File: config.mk
export PLATFORM = sky130hd
export DESIGN_NAME = belt_transfer_controller
export DESIGN_NICKNAME = d
export VERILOG_FILES = /design/src/rtl/balance_pkg.sv /design/src/rtl/tick_timer.sv /design/src/rtl/belt_transfer_controller.sv
export SDC_FILE = /design/constraint.sdc
export NUM_CORES = 1
export LEC_CHECK = 0
export CORE_ASPECT_RATIO = 2
export CORE_MARGIN = 4
export CORE_UTILIZATION = 50
export DETAILED_ROUTE_END_ITERATION = 10
export PLACE_DENSITY = 0.78
export SLEW_MARGIN = 20
export SYNTH_ARGS = -nofsm -noshare
export SYNTH_HDL_FRONTEND = slang
export SYNTH_HIERARCHICAL = 1
export SYNTH_SLANG_ARGS = --single-unit
File: constraint.sdc
create_clock -name clk -period 4.3 [get_ports clk]
set_clock_uncertainty 0.05 [all_clocks]
set_input_delay 0.86 -clock clk [delete_from_list [all_inputs] [get_ports clk]]
set_output_delay 0.86 -clock clk [all_outputs]
set_load 0.01 [all_outputs]
File: src/rtl/balance_pkg.sv
// rtl/balance_pkg.sv - shared types, saturation limits and count helper for belt balancing
package balance_pkg;

  typedef enum logic [1:0] {IDLE, ARM, MOVE, COOLDOWN} state_t;
  typedef enum logic {DIR_0TO1, DIR_1TO0} dir_t;

  // Symmetric range so the net count can always be negated without overflow.
  localparam logic signed [31:0] COUNT_MAX = 32'sd2147483647;
  localparam logic signed [31:0] COUNT_MIN = -32'sd2147483647;

  function automatic logic signed [31:0] sat_step(input logic signed [31:0] cnt, input dir_t dir);
    logic signed [31:0] nxt;
    nxt = cnt;
    if (dir == DIR_0TO1) begin
      if (cnt != COUNT_MAX) nxt = cnt + 32'sd1;
    end else begin
      if (cnt != COUNT_MIN) nxt = cnt - 32'sd1;
    end
    return nxt;
  endfunction

endpackage

File: src/rtl/tick_timer.sv
// rtl/tick_timer.sv - loadable down-counter with a zero flag; load takes priority over dec
module tick_timer #(
  parameter int WIDTH = 16
) (
  input  logic             clk,
  input  logic             rst,
  input  logic             load,
  input  logic [WIDTH-1:0] load_val,
  input  logic             dec,
  output logic             zero
);

  logic [WIDTH-1:0] count_q, count_d;

  always_comb begin
    count_d = count_q;
    if (load) begin
      count_d = load_val;
    end else if (dec && (count_q != '0)) begin
      count_d = count_q - 1'b1;
    end
  end

  always_ff @(posedge clk) begin
    if (rst) begin
      count_q <= '0;
    end else begin
      count_q <= count_d;
    end
  end

  assign zero = (count_q == '0);

endmodule

File: src/rtl/belt_transfer_controller.sv
// rtl/belt_transfer_controller.sv - debounced, burst-limited cross-belt inserter control
module belt_transfer_controller #(
  parameter int DWELL_TICKS    = 8,
  parameter int BURST_MAX      = 16,
  parameter int TIMEOUT_TICKS  = 60,
  parameter int COOLDOWN_TICKS = 4
) (
  input  logic        clk,
  input  logic        rst,
  input  logic        enable,
  input  logic        signal_A,
  input  logic        signal_B,
  input  logic        item_moved,
  output logic        inserter_0to1,
  output logic        inserter_1to0,
  output logic        busy,
  output logic        conflict,
  output logic        stall,
  output logic [31:0] transfer_count
);
  import balance_pkg::*;

  state_t             state_q, state_d;
  dir_t               dir_q, dir_d, req_dir;
  logic [15:0]        burst_q, burst_d;
  logic signed [31:0] count_q, count_d;
  logic               stall_q, stall_d, conflict_q, conflict_d, busy_q, busy_d;
  logic               ins01_q, ins01_d, ins10_q, ins10_d;
  logic               req, req_ok, expire;
  logic               dwell_load, dwell_dec, dwell_zero;
  logic               tmo_load, tmo_dec, tmo_zero;
  logic               cool_load, cool_dec, cool_zero;

  tick_timer #(.WIDTH(16)) u_dwell (
    .clk(clk), .rst(rst), .load(dwell_load), .load_val(16'(DWELL_TICKS - 1)),
    .dec(dwell_dec), .zero(dwell_zero)
  );

  tick_timer #(.WIDTH(16)) u_timeout (
    .clk(clk), .rst(rst), .load(tmo_load), .load_val(16'(TIMEOUT_TICKS - 1)),
    .dec(tmo_dec), .zero(tmo_zero)
  );

  tick_timer #(.WIDTH(16)) u_cooldown (
    .clk(clk), .rst(rst), .load(cool_load), .load_val(16'(COOLDOWN_TICKS - 1)),
    .dec(cool_dec), .zero(cool_zero)
  );

  always_comb begin
    req        = enable && (signal_A ^ signal_B);
    req_dir    = signal_A ? DIR_0TO1 : DIR_1TO0;
    req_ok     = req && (req_dir == dir_q);
    expire     = tmo_zero && !item_moved;
    state_d    = state_q;
    dir_d      = dir_q;
    burst_d    = burst_q;
    count_d    = count_q;
    stall_d    = stall_q;
    dwell_load = 1'b0;
    dwell_dec  = 1'b0;
    tmo_load   = 1'b0;
    tmo_dec    = 1'b0;
    cool_load  = 1'b0;
    cool_dec   = 1'b0;
    case (state_q)
      IDLE: begin
        if (req) begin
          state_d    = ARM;
          dir_d      = req_dir;
          dwell_load = 1'b1;
        end
      end
      ARM: begin
        if (!req_ok) begin
          state_d = IDLE;
        end else if (dwell_zero) begin
          state_d  = MOVE;
          burst_d  = '0;
          tmo_load = 1'b1;
        end else begin
          dwell_dec = 1'b1;
        end
      end
      MOVE: begin
        tmo_dec = 1'b1;
        if (item_moved) begin
          burst_d  = burst_q + 16'd1;
          count_d  = sat_step(count_q, dir_q);
          stall_d  = 1'b0;
          tmo_load = 1'b1;
        end
        // The same-cycle item is already counted above before deciding to leave.
        if ((item_moved && (burst_d == 16'(BURST_MAX))) || !req_ok || expire) begin
          state_d   = COOLDOWN;
          cool_load = 1'b1;
          if (expire) stall_d = 1'b1;
        end
      end
      COOLDOWN: begin
        if (item_moved) count_d = sat_step(count_q, dir_q);
        if (cool_zero) begin
          state_d = IDLE;
        end else begin
          cool_dec = 1'b1;
        end
      end
      default: state_d = IDLE;
    endcase
    busy_d     = (state_d != IDLE);
    ins01_d    = (state_d == MOVE) && (dir_d == DIR_0TO1);
    ins10_d    = (state_d == MOVE) && (dir_d == DIR_1TO0);
    conflict_d = signal_A && signal_B && ((state_q == IDLE) || (state_q == ARM));
  end

  always_ff @(posedge clk) begin
    if (rst) begin
      state_q    <= IDLE;
      dir_q      <= DIR_0TO1;
      burst_q    <= '0;
      count_q    <= '0;
      stall_q    <= 1'b0;
      conflict_q <= 1'b0;
      busy_q     <= 1'b0;
      ins01_q    <= 1'b0;
      ins10_q    <= 1'b0;
    end else begin
      state_q    <= state_d;
      dir_q      <= dir_d;
      burst_q    <= burst_d;
      count_q    <= count_d;
      stall_q    <= stall_d;
      conflict_q <= conflict_d;
      busy_q     <= busy_d;
      ins01_q    <= ins01_d;
      ins10_q    <= ins10_d;
    end
  end

  assign inserter_0to1  = ins01_q;
  assign inserter_1to0  = ins10_q;
  assign busy           = busy_q;
  assign conflict       = conflict_q;
  assign stall          = stall_q;
  assign transfer_count = count_q;

endmodule
==> flow_summary.json <==
{
  "dp_hpwl_um": 14300,
  "hold_slack_ns": 0.462,
  "port_buffers": 42,
  "timing.critical_path.from_type": "register",
  "power_leakage_nw": 3.11,
  "setup_viol": 0,
  "tritoncts": "done",
  "number_of_top_level_pins": 43,
  "power.density_cell_area_mw_per_mm2": 254,
  "starting_density_of_the_core_pct": 50.8,
  "multi_input_combinational_cell_area_mm2": 0.00522,
  "post-route-period-util_pct": 82.8,
  "antenna_found_initial": 0,
  "area_growth_syn_to_layout_pct": 14.3,
  "area.sequential_mm2": 0.00208,
  "synth_edf_count": 0,
  "synth.cell_area_mm2": 0.00749,
  "post_synth_inst_count": 941,
  "route.detailed.drc": 0,
  "critical_path_peak_fanout": 15,
  "antenna_cells": 0,
  "dr_total_vias": 7230,
  "drt_pre_antenna_iters": 5,
  "ctsRootBufferMaster": "clkbuf_16",
  "fp.dieArea_mm2": 0.0171,
  "async_flop_share_pct": 0,
  "maxSlewViolCount": 0,
  "timing.reg2reg.setup_slack_ns": 0.74,
  "grt_setup_unrepaired": "false",
  "synth.most_common_cell": "nor2_1",
  "drive_gt1_share_pct": 9.06,
  "crit_path_end_kind": "register",
  "synth.lib_cells_used.distinct": 84,
  "cts-hold-fix-buffers": 0,
  "avgRoutedWirePerCell_um": 16.1,
  "leading_post_synthesis_cells_by_instance_count": "nor2_1, dfxtp_1, nand2_1, a21oi_1, nor3_1",
  "htree_levels": 3,
  "cp.arrival_ns": 3.76,
  "cts.sink_count": 104,
  "dr.first_iter.drc_count": 306,
  "grt_usage_pct": 23.5,
  "route.detailed.vias_per_inst": 5.98,
  "syn_area_per_cell_um2": 7.96,
  "run_status": "completed",
  "final.setup.tns_ns": 0,
  "nFillCells": 1411,
  "clock.fmax_ghz": 0.281,
  "post_cts_resize_count": 0,
  "vias_in_the_first_global_route": 7169,
  "synth.area.top_cells": "dfxtp_1, ha_1, nor2_1, a21oi_1, nand2_1",
  "min-delay-path-class": "register to register",
  "final_net_count": 1057,
  "maxSlewHeadroom_pct": 42.3,
  "worst-endpoint-required_ns": 4.50,
  "post_cts_buffers": 0,
  "global_route_wire_length_before_repair_um": 32900,
  "numCtsBuffers": 9,
  "rows": 63,
  "finalHoldViolations": 0,
  "synth.ff_latch_count": 104,
  "type_of_the_setup_path_with_the_least_slack": "register to register",
  "synth_top_cell_by_area": "dfxtp_1",
  "worst_vdd_ir_v": 0.000168,
  "yosys.area.top_type_share_pct": 27.8,
  "ys.warnings.count": 6,
  "register_area_share_after_synthesis_pct": 27.8,
  "dieWidth_um": 94.5,
  "gp_routability_congestion": 0.960,
  "cap_violations": 0,
  "design.core.area_mm2": 0.0147,
  "utilization_pct": 58.1,
  "die_height_um": 181,
  "finalWirelength_um": 19500,
  "cts_buffer_depth": 2,
  "final_period_minus_worst_setup_slack_ns": 3.56,
  "clkSlewWorstSetupHoldPaths_ns": 0.07,
  "report.power.total_w": 0.00217,
  "largest_net_degree_at_the_start_of_global_routing": 80,
  "globalRoute.totalOverflow": 0,
  "timing_worst_slew_pin_value_ns": 0.866,
  "clk-insertion-delay-late_ns": 0.34,
  "postSynth.topFlopCell": "dfxtp_1",
  "final_antenna_net_count": 0
}
-- path summary, 6_finish.rpt --
| path | to | start | depth (start not counted) |
|---|---|---|---|
| max | transfer_count[29] | dir_q | 10 |
| min | transfer_count[21] | transfer_count[21] | 2 |
| max reg2reg | transfer_count[29] | dir_q | 10 |
| min reg2reg | transfer_count[21] | transfer_count[21] | 2 |
-- worst max-delay path, cell delays in order, from the launching register on --
cell and delay, ns:
dfxtp_1 0.68, ha_1 0.40, a21o_1 0.21, a31o_2 0.22, o31a_1 0.27, o211ai_1 0.47, a31oi_1 0.19, o21ai_0 0.41
o21ai_0 0.22, xnor2_1 0.16, o31ai_1 0.19
-- metal layers --
metal  GRT usage, %  vias to the layer above  wire length (µm)
met4           13.8                        0              1030
met5              0                        -                 0
met2           44.3                      159             10700
met3           3.08                       63               573
met1           23.6                     3418              7150
li1               -                     3590                 -
-- cells by family after synthesis --
group | Yosys count | synth area share (%)
other | 2 | 0.100
adders and majority gates | 40 | 6.78
xor gates and xnor gates | 32 | 3.74
DFF | 104 | 27.8
AOI/OAI and AO/OA | 244 | 23.3
and+or+nand+nor | 418 | 31.4
buffers and inverters | 87 | 4.96
muxes | 14 | 1.91
-- stage by stage --
stage | area (µm²) | std cells | worst slack (ns)
2_1_floorplan | 7660 | 987 | 0.908
3_3_place_gp | 8230 | 1195 | 0.534
3_5_place_dp | 8230 | 1195 | 0.460
4_1_cts | 8560 | 1210 | 0.797
5_1_grt | 8560 | 1210 | 0.403
6_report | 8560 | 1210 | 0.741
-- sequential cells by signal, indices dropped and copies added (netlist names) --
name / count
burst_q: 16
busy: 1
conflict: 1
dir_q: 1
inserter_0to1: 1
inserter_1to0: 1
stall: 1
state_q: 2
transfer_count: 32
u_cooldown/count_q: 16
u_dwell/count_q: 16
u_timeout/count_q: 16
-- layout make-up --
class                           instances  area share, %
Inverter                               44           1.93
Tap cell                              195           2.85
Sequential cell                       104           24.3
Clock inverter                          4          0.892
Timing Repair Buffer                   56           6.11
Clock buffer                           11           2.95
Multi-Input combinational cell        796           60.9
-- cells in the final DEF (no fill, tap or decap), types with 6 or more instances in the layout --
master           synthesis  routed
and3_1                  11      11
nand4_1                 18      18
a2111oi_2                8       8
o31ai_1                  7       7
clkdlybuf4s50_1          0      41
nor3b_1                  7       7
nand3_1                 30      30
nor2_1                 114     114
nor4_2                   7       7
a211oi_1                15      15
o211ai_1                 6       6
dfxtp_1                104     104
nor3_1                  42      42
conb_1                   2      48
mux2i_1                 12      12
or4_1                    7       7
a311oi_1                17      17
nor2b_1                 15      15
nor4_1                  16      16
o21bai_1                 9       9
o21a_1                   7       7
xnor2_1                 27      27
nand2_1                 72      72
o21ai_0                 31      30
buf_4                    0      15
or3_1                    8       8
and4_1                   9       9
ha_1                    39      39
a21o_1                  17      17
nand3b_1                12      12
inv_1                   39      39
a21oi_1                 70      70
clkbuf_16                0       9
-- power by group --
part	switching [W]	total (W)	internal, W	leakage, nW
combinational	0.000160	0.000255	0.0000947	2.11
sequential	0.0000247	0.00100	0.000980	0.841
clock	0.000372	0.000913	0.000542	0.158
total	0.000557	0.00217	0.00162	3.11
Note: power is estimated with default switching activity, not from simulation.
